**config.mk**
```make
export PLATFORM = sky130hd
export DESIGN_NAME = strobe_sequencer
export DESIGN_NICKNAME = d
export VERILOG_FILES = /design/src/rtl/strobe_sequencer.sv
export SDC_FILE = /design/constraint.sdc
export NUM_CORES = 1
export LEC_CHECK = 0
export CORE_MARGIN = 8
export CORE_UTILIZATION = 50
export DETAILED_ROUTE_END_ITERATION = 10
export PLACE_DENSITY = 0.68
export SYNTH_ARGS = -nofsm -noshare
export SYNTH_HDL_FRONTEND = slang
export SYNTH_SLANG_ARGS = --single-unit
export TNS_END_PERCENT = 30
```
**constraint.sdc**
```tcl
create_clock -name clk -period 6 [get_ports clk]
set_clock_uncertainty 0.15 [all_clocks]
set_input_delay 1.2 -clock clk [delete_from_list [all_inputs] [get_ports clk]]
set_output_delay 1.2 -clock clk [all_outputs]
set_load 0.01 [all_outputs]
```
**src/rtl/strobe_sequencer.sv**
```systemverilog
// strobe_sequencer: steps a strobe counter through a table of phase lengths, pulsing at each phase end
module counter_with_strobe #(
  parameter int WIDTH = 16,
  parameter int LATENCY = 0
) (
  input  logic             clk,
  input  logic             rst,
  input  logic             enable,
  input  logic [WIDTH-1:0] reset_value,
  output logic             strobe
);
  localparam int LW = LATENCY < 1 ? 1 : $clog2(LATENCY + 1);
  logic [WIDTH-1:0] cnt;
  logic [LW-1:0] hold;
  logic go;
  assign go = enable && hold == '0;
  assign strobe = go && cnt == WIDTH'(1);
  always_ff @(posedge clk)
    if (rst) begin
      cnt <= reset_value;
      hold <= LW'(LATENCY);
    end else begin
      if (hold != '0) hold <= hold - 1'b1;
      if (go) cnt <= cnt == WIDTH'(1) ? reset_value : cnt - 1'b1;
    end
endmodule

module strobe_sequencer #(
  parameter int WIDTH = 16,
  parameter int DEPTH = 4,
  parameter int LATENCY = 0,
  localparam int IW = DEPTH > 1 ? $clog2(DEPTH) : 1
) (
  input  logic             clk,
  input  logic             rst,
  input  logic             cfg_we,
  input  logic [IW-1:0]    cfg_addr,
  input  logic [WIDTH-1:0] cfg_data,
  input  logic             start,
  input  logic             stop,
  input  logic             loop,
  output logic             busy,
  output logic [IW-1:0]    phase_idx,
  output logic             phase_strobe,
  output logic             done,
  output logic             cfg_err,
  output logic             fault
);
  localparam int LW = LATENCY < 1 ? 1 : $clog2(LATENCY + 1);
  typedef enum logic [1:0] {IDLE, ARM, RUN} state_t;
  state_t state;
  logic [WIDTH-1:0] tbl [DEPTH];
  logic [WIDTH-1:0] timer, cur_len, wdata;
  logic [LW-1:0] lat_cnt;
  logic loop_q, ctr_rst, ctr_en, ctr_strobe, last, addr_ok;
  assign cur_len = tbl[phase_idx];
  assign wdata = cfg_data < WIDTH'(2) ? WIDTH'(2) : cfg_data;
  assign last = phase_idx == IW'(DEPTH - 1);
  assign addr_ok = 32'(cfg_addr) < DEPTH;
  counter_with_strobe #(.WIDTH(WIDTH), .LATENCY(LATENCY)) ctr (
    .clk(clk), .rst(ctr_rst), .enable(ctr_en), .reset_value(cur_len), .strobe(ctr_strobe)
  );
  always_ff @(posedge clk)
    if (rst) begin
      state <= IDLE;
      phase_idx <= '0;
      busy <= 1'b0;
      phase_strobe <= 1'b0;
      done <= 1'b0;
      cfg_err <= 1'b0;
      fault <= 1'b0;
      loop_q <= 1'b0;
      timer <= '0;
      lat_cnt <= '0;
      ctr_rst <= 1'b1;
      ctr_en <= 1'b0;
      for (int i = 0; i < DEPTH; i++) tbl[i] <= WIDTH'(2);
    end else begin
      phase_strobe <= 1'b0;
      done <= 1'b0;
      cfg_err <= cfg_we && (state != IDLE || !addr_ok);
      if (cfg_we && state == IDLE && addr_ok) tbl[cfg_addr] <= wdata;
      if (state == IDLE) begin
        if (start && !stop) begin
          state <= ARM;
          busy <= 1'b1;
          phase_idx <= '0;
          loop_q <= loop;
          fault <= 1'b0;
          lat_cnt <= '0;
        end
      end else if (stop) begin
        state <= IDLE;
        busy <= 1'b0;
        phase_idx <= '0;
        ctr_rst <= 1'b1;
        ctr_en <= 1'b0;
      end else if (state == ARM) begin
        ctr_rst <= 1'b0;
        if (lat_cnt == LW'(LATENCY)) begin
          state <= RUN;
          ctr_en <= 1'b1;
          timer <= '0;
        end else lat_cnt <= lat_cnt + 1'b1;
      end else begin
        // the timer is authoritative; the counter only has to agree with it
        if (ctr_strobe != (timer == cur_len - 1'b1)) fault <= 1'b1;
        if (timer == cur_len - 1'b1) begin
          phase_strobe <= 1'b1;
          ctr_en <= 1'b0;
          ctr_rst <= 1'b1;
          lat_cnt <= '0;
          state <= last && !loop_q ? IDLE : ARM;
          busy <= !(last && !loop_q);
          done <= last && !loop_q;
          phase_idx <= last ? '0 : phase_idx + 1'b1;
        end else timer <= timer + 1'b1;
      end
    end
endmodule

```
# After elaboration in Yosys (flattened, before gate mapping)
# Memories as Yosys holds them, arrays and structs flattened. A register that Yosys moved wholly into a read port is not among the register bits.
# Index checks and enable logic that the tools add are counted.
# totals
ff_bits,46
ram_bits,64
output_inout_bits,7
word_cells,120
mem_count,1
# classes
n_addsub,6
n_lt_le_gt_ge,1
n_eq_ne,13
n_mux,52
bitwise_logic,4
reduce_logical,29
# mem_list
memory,words,width,read_ports,rd_ports_with_merged_regs,write_ports,line,source
tbl,4,16,1,1,4,52,logic [WIDTH-1:0] tbl [DEPTH];
# ops
cell,n
16-bit two-way mux,8
"16-bit by 1-bit subtractor with 16-bit output, second input constant",2
2-bit two-way mux,15
1-bit two-way mux,29
"16-bit by 1-bit adder with 16-bit output, second input constant",1
"16-bit by 1-bit equality test with 1-bit output, second input constant",1
16-bit equality test,1
"16-bit by 2-bit < comparator with 1-bit output, second input constant",1
16-bit OR reduction,1
3-bit AND reduction,4
3-bit nonzero test,3
4-bit AND reduction,2
1-bit logical AND,6
"2-bit inequality test, second input constant",3
"3-bit inequality test, second input constant",2
2-bit nonzero test,3
5-bit OR reduction,1
"2-bit by 1-bit inequality test with 1-bit output, second input constant",2
"4-bit inequality test, second input constant",1
1-bit NOT,4
2-bit AND reduction,2
4-bit nonzero test,1
4-bit OR reduction,1
1-bit zero test,3
other kinds (8),8

# Longest topological paths before layout
# logic_depth
word_depth,8
ltp_mapped,17
mapped_depth_nobuf,12

# By module
# From an unflattened synthesis, not the netlist that was laid out.
# unflattened
cells_unflattened,510
area_unflattened_um2,5933.2
# by_module_without_submodules
module,n_inst,cells_each,area_each_um2,seq_area_each_um2
strobe_sequencer,1,410,4933.5,2522.4
counter_with_strobe,1,100,999.7,500.5

# Worst setup path after synthesis
# No wires, ideal clock.
# synth_path
path_kind,reg2reg
startpoint,reg (tool-made name)
endpoint,reg (tool-made name)
setup_time_ps,70
t_arrival_ps,3708
required_ps,5780
slack_ps,2072
path_stages_with_launch,16
path_buffers,3
period_less_slack_ps,3928
path_cell_list,dfxtp_1 buf_2 buf_2 mux4_2 inv_1 ha_1 inv_1 or4_1 clkbuf_1 a21boi_4 xor2_1 a2111oi_2 and3_1 nand3_4 or3b_1 a21oi_1

==> run summary <==
Outcome
- **outcome** finished, final reports clean

Setup path
- **dominant cell type by count on the critical path** nor3_1
- **highest net fanout along the worst path** 14
- **number of gates on the worst path with buffers counted** 13
- **slowest cell delay on critical path** 620 ps
- **buffer and inverter count on the worst path** 2
- **data required time at the worst endpoint** 6100 ps
- **Worst Path Arrival** 4830 ps
- **CP Class** flop to flop
- **capturing element type of the critical path** flop
- **slowest cell on the critical path** dfxtp_1
- **Critical Path End** timer[4]$_SDFFE_PP0P_
- **cells along the critical path** buf_4 -> mux4_2 -> inv_1 -> ha_1 -> nand2_1 -> nor3_1 -> nor3_1 -> o21a_1 -> a311o_1 -> and4_1 -> a21oi_2 -> or2_1 -> o22ai_1
- **cell count of the worst reg-to-reg path** 13
- **cell class contributing the biggest share of worst-path delay** simple AND/OR/NAND/NOR gates
- **Startpoint Class** flop
- **endpoint of the most critical register-to-register path** timer[4]$_SDFFE_PP0P_
- **worst-case register-to-register setup slack** 1270 ps

Global routing
- **via count of the first global-routing pass** 4334
- **total global-route track usage** 0.1853
- **first-pass GRT wire length** 22740 µm
- **number of antenna violations at the first check in global routing** 0
- **maximum number of pins on one net before global-route repair** 30
- **overflow left after global routing** 0

STA
- **worst slew margin relative to its limit** 0.3803
- **part of the cycle the worst path needs** 0.7888
- **Worst-Margin Slew** 929.5 ps
- **max-slew violations** 0
- **number of failing setup endpoints in the final timing report** 0
- **setup repair after global routing missed its margin** false
- **f_max** 0.2113 GHz
- **Final Worst Setup Slack** 1267 ps
- **Min Clock Period, post-route** 4733 ps
- **Fin. Hold Viols** 0
- **setup total negative slack** 0 ps

Logic synthesis
- **post-synthesis area per instance** 10.69 µm²
- **portion of the post-synthesis area used by sequential elements** 0.5068
- **top flip-flop cell by instance count after synthesis** edfxtp_1
- **Post-Synthesis Cell Area** 5964 µm²
- **proportion of register bits with asynchronous set or reset after synthesis** 0
- **synthesis-stage register bit count** 111
- **post-synth net total** 587
- **Cells after Synth** 558
- **number of synthesis warnings** 0
- **number of enable flip-flop cells after synthesis** 80
- **number of distinct standard cells referenced by the synthesized netlist** 70

Route
- **detailed-route vias per instance** 5.931
- **total number of vias** 4353
- **total DRC errors in the routed layout** 0
- **detailed-routing iteration count for the pre-antenna-repair pass** 5
- **antenna-violating nets left** 0
- **violation count after the first detailed-routing iteration** 278
- **routed length per placed instance** 19.24 µm
- **Routed Wire Length** 14130 µm

Power and ir drop
- **worst vdd ir** 0.0002127 V
- **share of power burned in the clock network** 0.392
- **P_leak** 2.348 nW
- **power share of the sequential group** 0.524
- **share of total power consumed by net switching** 0.2488
- **cell-internal power** 0.001257 W
- **power per standard cell area** 249.8 nW/µm²
- **Total Power** 0.001673 W
- **power share of the combinational group** 0.085
- **sw power** 0.0004164 W

Floorplanning
- **die boundary height** 125.2 µm
- **Core Area** 11810 µm²
- **width of the chip** 125.2 µm
- **I/O pins** 31
- **Starting Density** 0.5050
- **die area** 15680 µm²
- **Rows** 40

Clocking
- **total CTS buffers** 9
- **H-tree Lvls** 3
- **CTS clk-pin slew, worst paths** 80 ps
- **cell chosen for the clock root** clkbuf_16
- **post-CTS setup repair buffer count** 0
- **Worst-Skew Late Latency** 370 ps
- **PostCTS Resize Cnt** 0
- **post-cts hold buffer count** 0
- **TritonCTS clock tree** built
- **maximum buffer depth of the clock tree** 2
- **total number of clock tree sinks** 111

Cells and area
- **fillers** 1023
- **share of layout cells above drive strength 1** 0.1039
- **# nets final** 611
- **area growth from synthesis to layout** 12.31%
- **ANT cells** 0

Min path
- **class of the tightest hold or removal check** flop to flop
- **Hold Path Origin** loop_q$_SDFFE_PP0P_

Placement
- **DPL Wire Length** 10270 µm
- **count of buffers inserted at the top-level ports** 30
- **global placement routability congestion** 0.8303
- **minimum setup slack after placement** 1261 ps

Flow run
- **number of max-cap violations** 0

worst min path at each step:
stage / end / cells after the start
after floorplan: loop_q$_SDFFE_PP0P_ / 2
after global placement: loop_q$_SDFFE_PP0P_ / 2
after detailed placement: loop_q$_SDFFE_PP0P_ / 2
after CTS: loop_q$_SDFFE_PP0P_ / 2
after global routing: loop_q$_SDFFE_PP0P_ / 2
final: loop_q$_SDFFE_PP0P_ / 2
power by group through the flow:
stage,logic [W],clock network (W),registers (W)
floorplan,0.0000930,0,0.000888
global placement,0.000139,0,0.000893
finish,0.000141,0.000655,0.000877
CTS,0.000142,0.000665,0.000877
global route,0.000155,0.000690,0.000881
detailed placement,0.000141,0,0.000894
kinds of logic (layout without fill, tap and decap cells):
group | Yosys count | count (layout) | share of synthesized area
simple gates | 237 | 237 | 0.2104
fa+ha+maj | 5 | 5 | 0.01049
mux | 24 | 24 | 0.07489
other cells | 1 | 1 | 0.0006287
flops | 111 | 111 | 0.5068
xor+xnor | 32 | 32 | 0.04699
buf+inv | 53 | 82 | 0.03965
compound gates | 95 | 95 | 0.1101
per-stage QoR:
stage               hold slack, ps  cell area, µm²  std cells  utilization
floorplan                    281.2            5964        558            -
global placement             293.1            6369        718       0.5392
detailed placement           312.8            6369        718       0.5392
CTS                          323.3            6699        734       0.5672
global route                 343.3            6699        734       0.5672
finish                       319.2            6699        734       0.5672
cell usage after synthesis (3+ instances only):
| cell type | number | area, µm² |
|---|---|---|
| inv_1 | 31 | 116.4 |
| and2_1 | 12 | 75.07 |
| nor2b_1 | 4 | 25.02 |
| o21ai_0 | 11 | 55.05 |
| nand4_1 | 6 | 37.54 |
| nor3_1 | 17 | 85.08 |
| xnor2_1 | 26 | 227.7 |
| a31oi_1 | 7 | 43.79 |
| and4_1 | 3 | 26.28 |
| mux2i_1 | 3 | 30.03 |
| buf_1 | 3 | 11.26 |
| nand3_1 | 14 | 70.07 |
| o21ai_1 | 6 | 30.03 |
| nand3b_1 | 5 | 37.54 |
| o21a_1 | 4 | 30.03 |
| clkbuf_1 | 11 | 41.29 |
| or2_2 | 3 | 18.77 |
| buf_2 | 3 | 15.01 |
| or3_1 | 4 | 25.02 |
| mux4_2 | 16 | 360.4 |
| dfxtp_1 | 31 | 620.6 |
| edfxtp_1 | 80 | 2402 |
| mux2_2 | 5 | 56.30 |
| a211oi_1 | 3 | 22.52 |
| ha_1 | 5 | 62.56 |
| buf_6 | 4 | 45.04 |
| a211o_1 | 3 | 26.28 |
| nor4_4 | 3 | 63.81 |
| nand2b_1 | 15 | 93.84 |
| a21oi_1 | 28 | 140.1 |
| o22ai_1 | 4 | 25.02 |
| nor4_1 | 11 | 68.82 |
| nand2_1 | 36 | 135.1 |
| o211ai_1 | 3 | 22.52 |
| and3_1 | 9 | 56.30 |
| nor2_1 | 80 | 300.3 |
| xor2_1 | 6 | 52.55 |
layer usage:
metal	global-route usage	routed length [µm]	vias to the layer above
met4	0.1039	521	0
met3	0.03187	601	27
met5	0	0	-
li1	-	-	2086
met1	0.2199	6093	2125
met2	0.3132	6908	115
final cells by class:
class,count,area [µm²],share of cell area
Inverter,31,116.4,0.01737
Tap cell,147,183.9,0.02746
Timing Repair Buffer,35,337.8,0.05043
Clock inverter,7,105.1,0.01569
Sequential cell,111,3023,0.4513
Multi-Input combinational cell,394,2708,0.4042
Clock buffer,9,225.2,0.03362
placed cells by master (no fill, tap or decap), drive strengths merged, types with 16 or more instances in the layout:
master,n
xnor2,26
dfxtp,31
nor3,17
inv,35
mux4,16
nor2,80
clkdlybuf4s50,30
nand2,36
edfxtp,80
a21oi,29
o21ai,17
worst register-to-register path, stage by stage (launching register included):
cell,delay [ps]
dfxtp_1,620
buf_4,270
mux4_2,580
inv_1,130
ha_1,270
nand2_1,100
nor3_1,620
nor3_1,160
o21a_1,210
a311o_1,330
and4_1,260
a21oi_2,460
or2_1,340
o22ai_1,110
sequential cells by signal, summed over array words and instances (netlist names), named ones only:
register,flops
tbl,64
ctr.cnt,16
timer,16
phase_idx,2
state,2
busy,1
cfg_err,1
ctr.hold,1
ctr_en,1
ctr_rst,1
done,1
fault,1
loop_q,1
phase_strobe,1
Note: power is estimated with default switching activity, not from simulation.
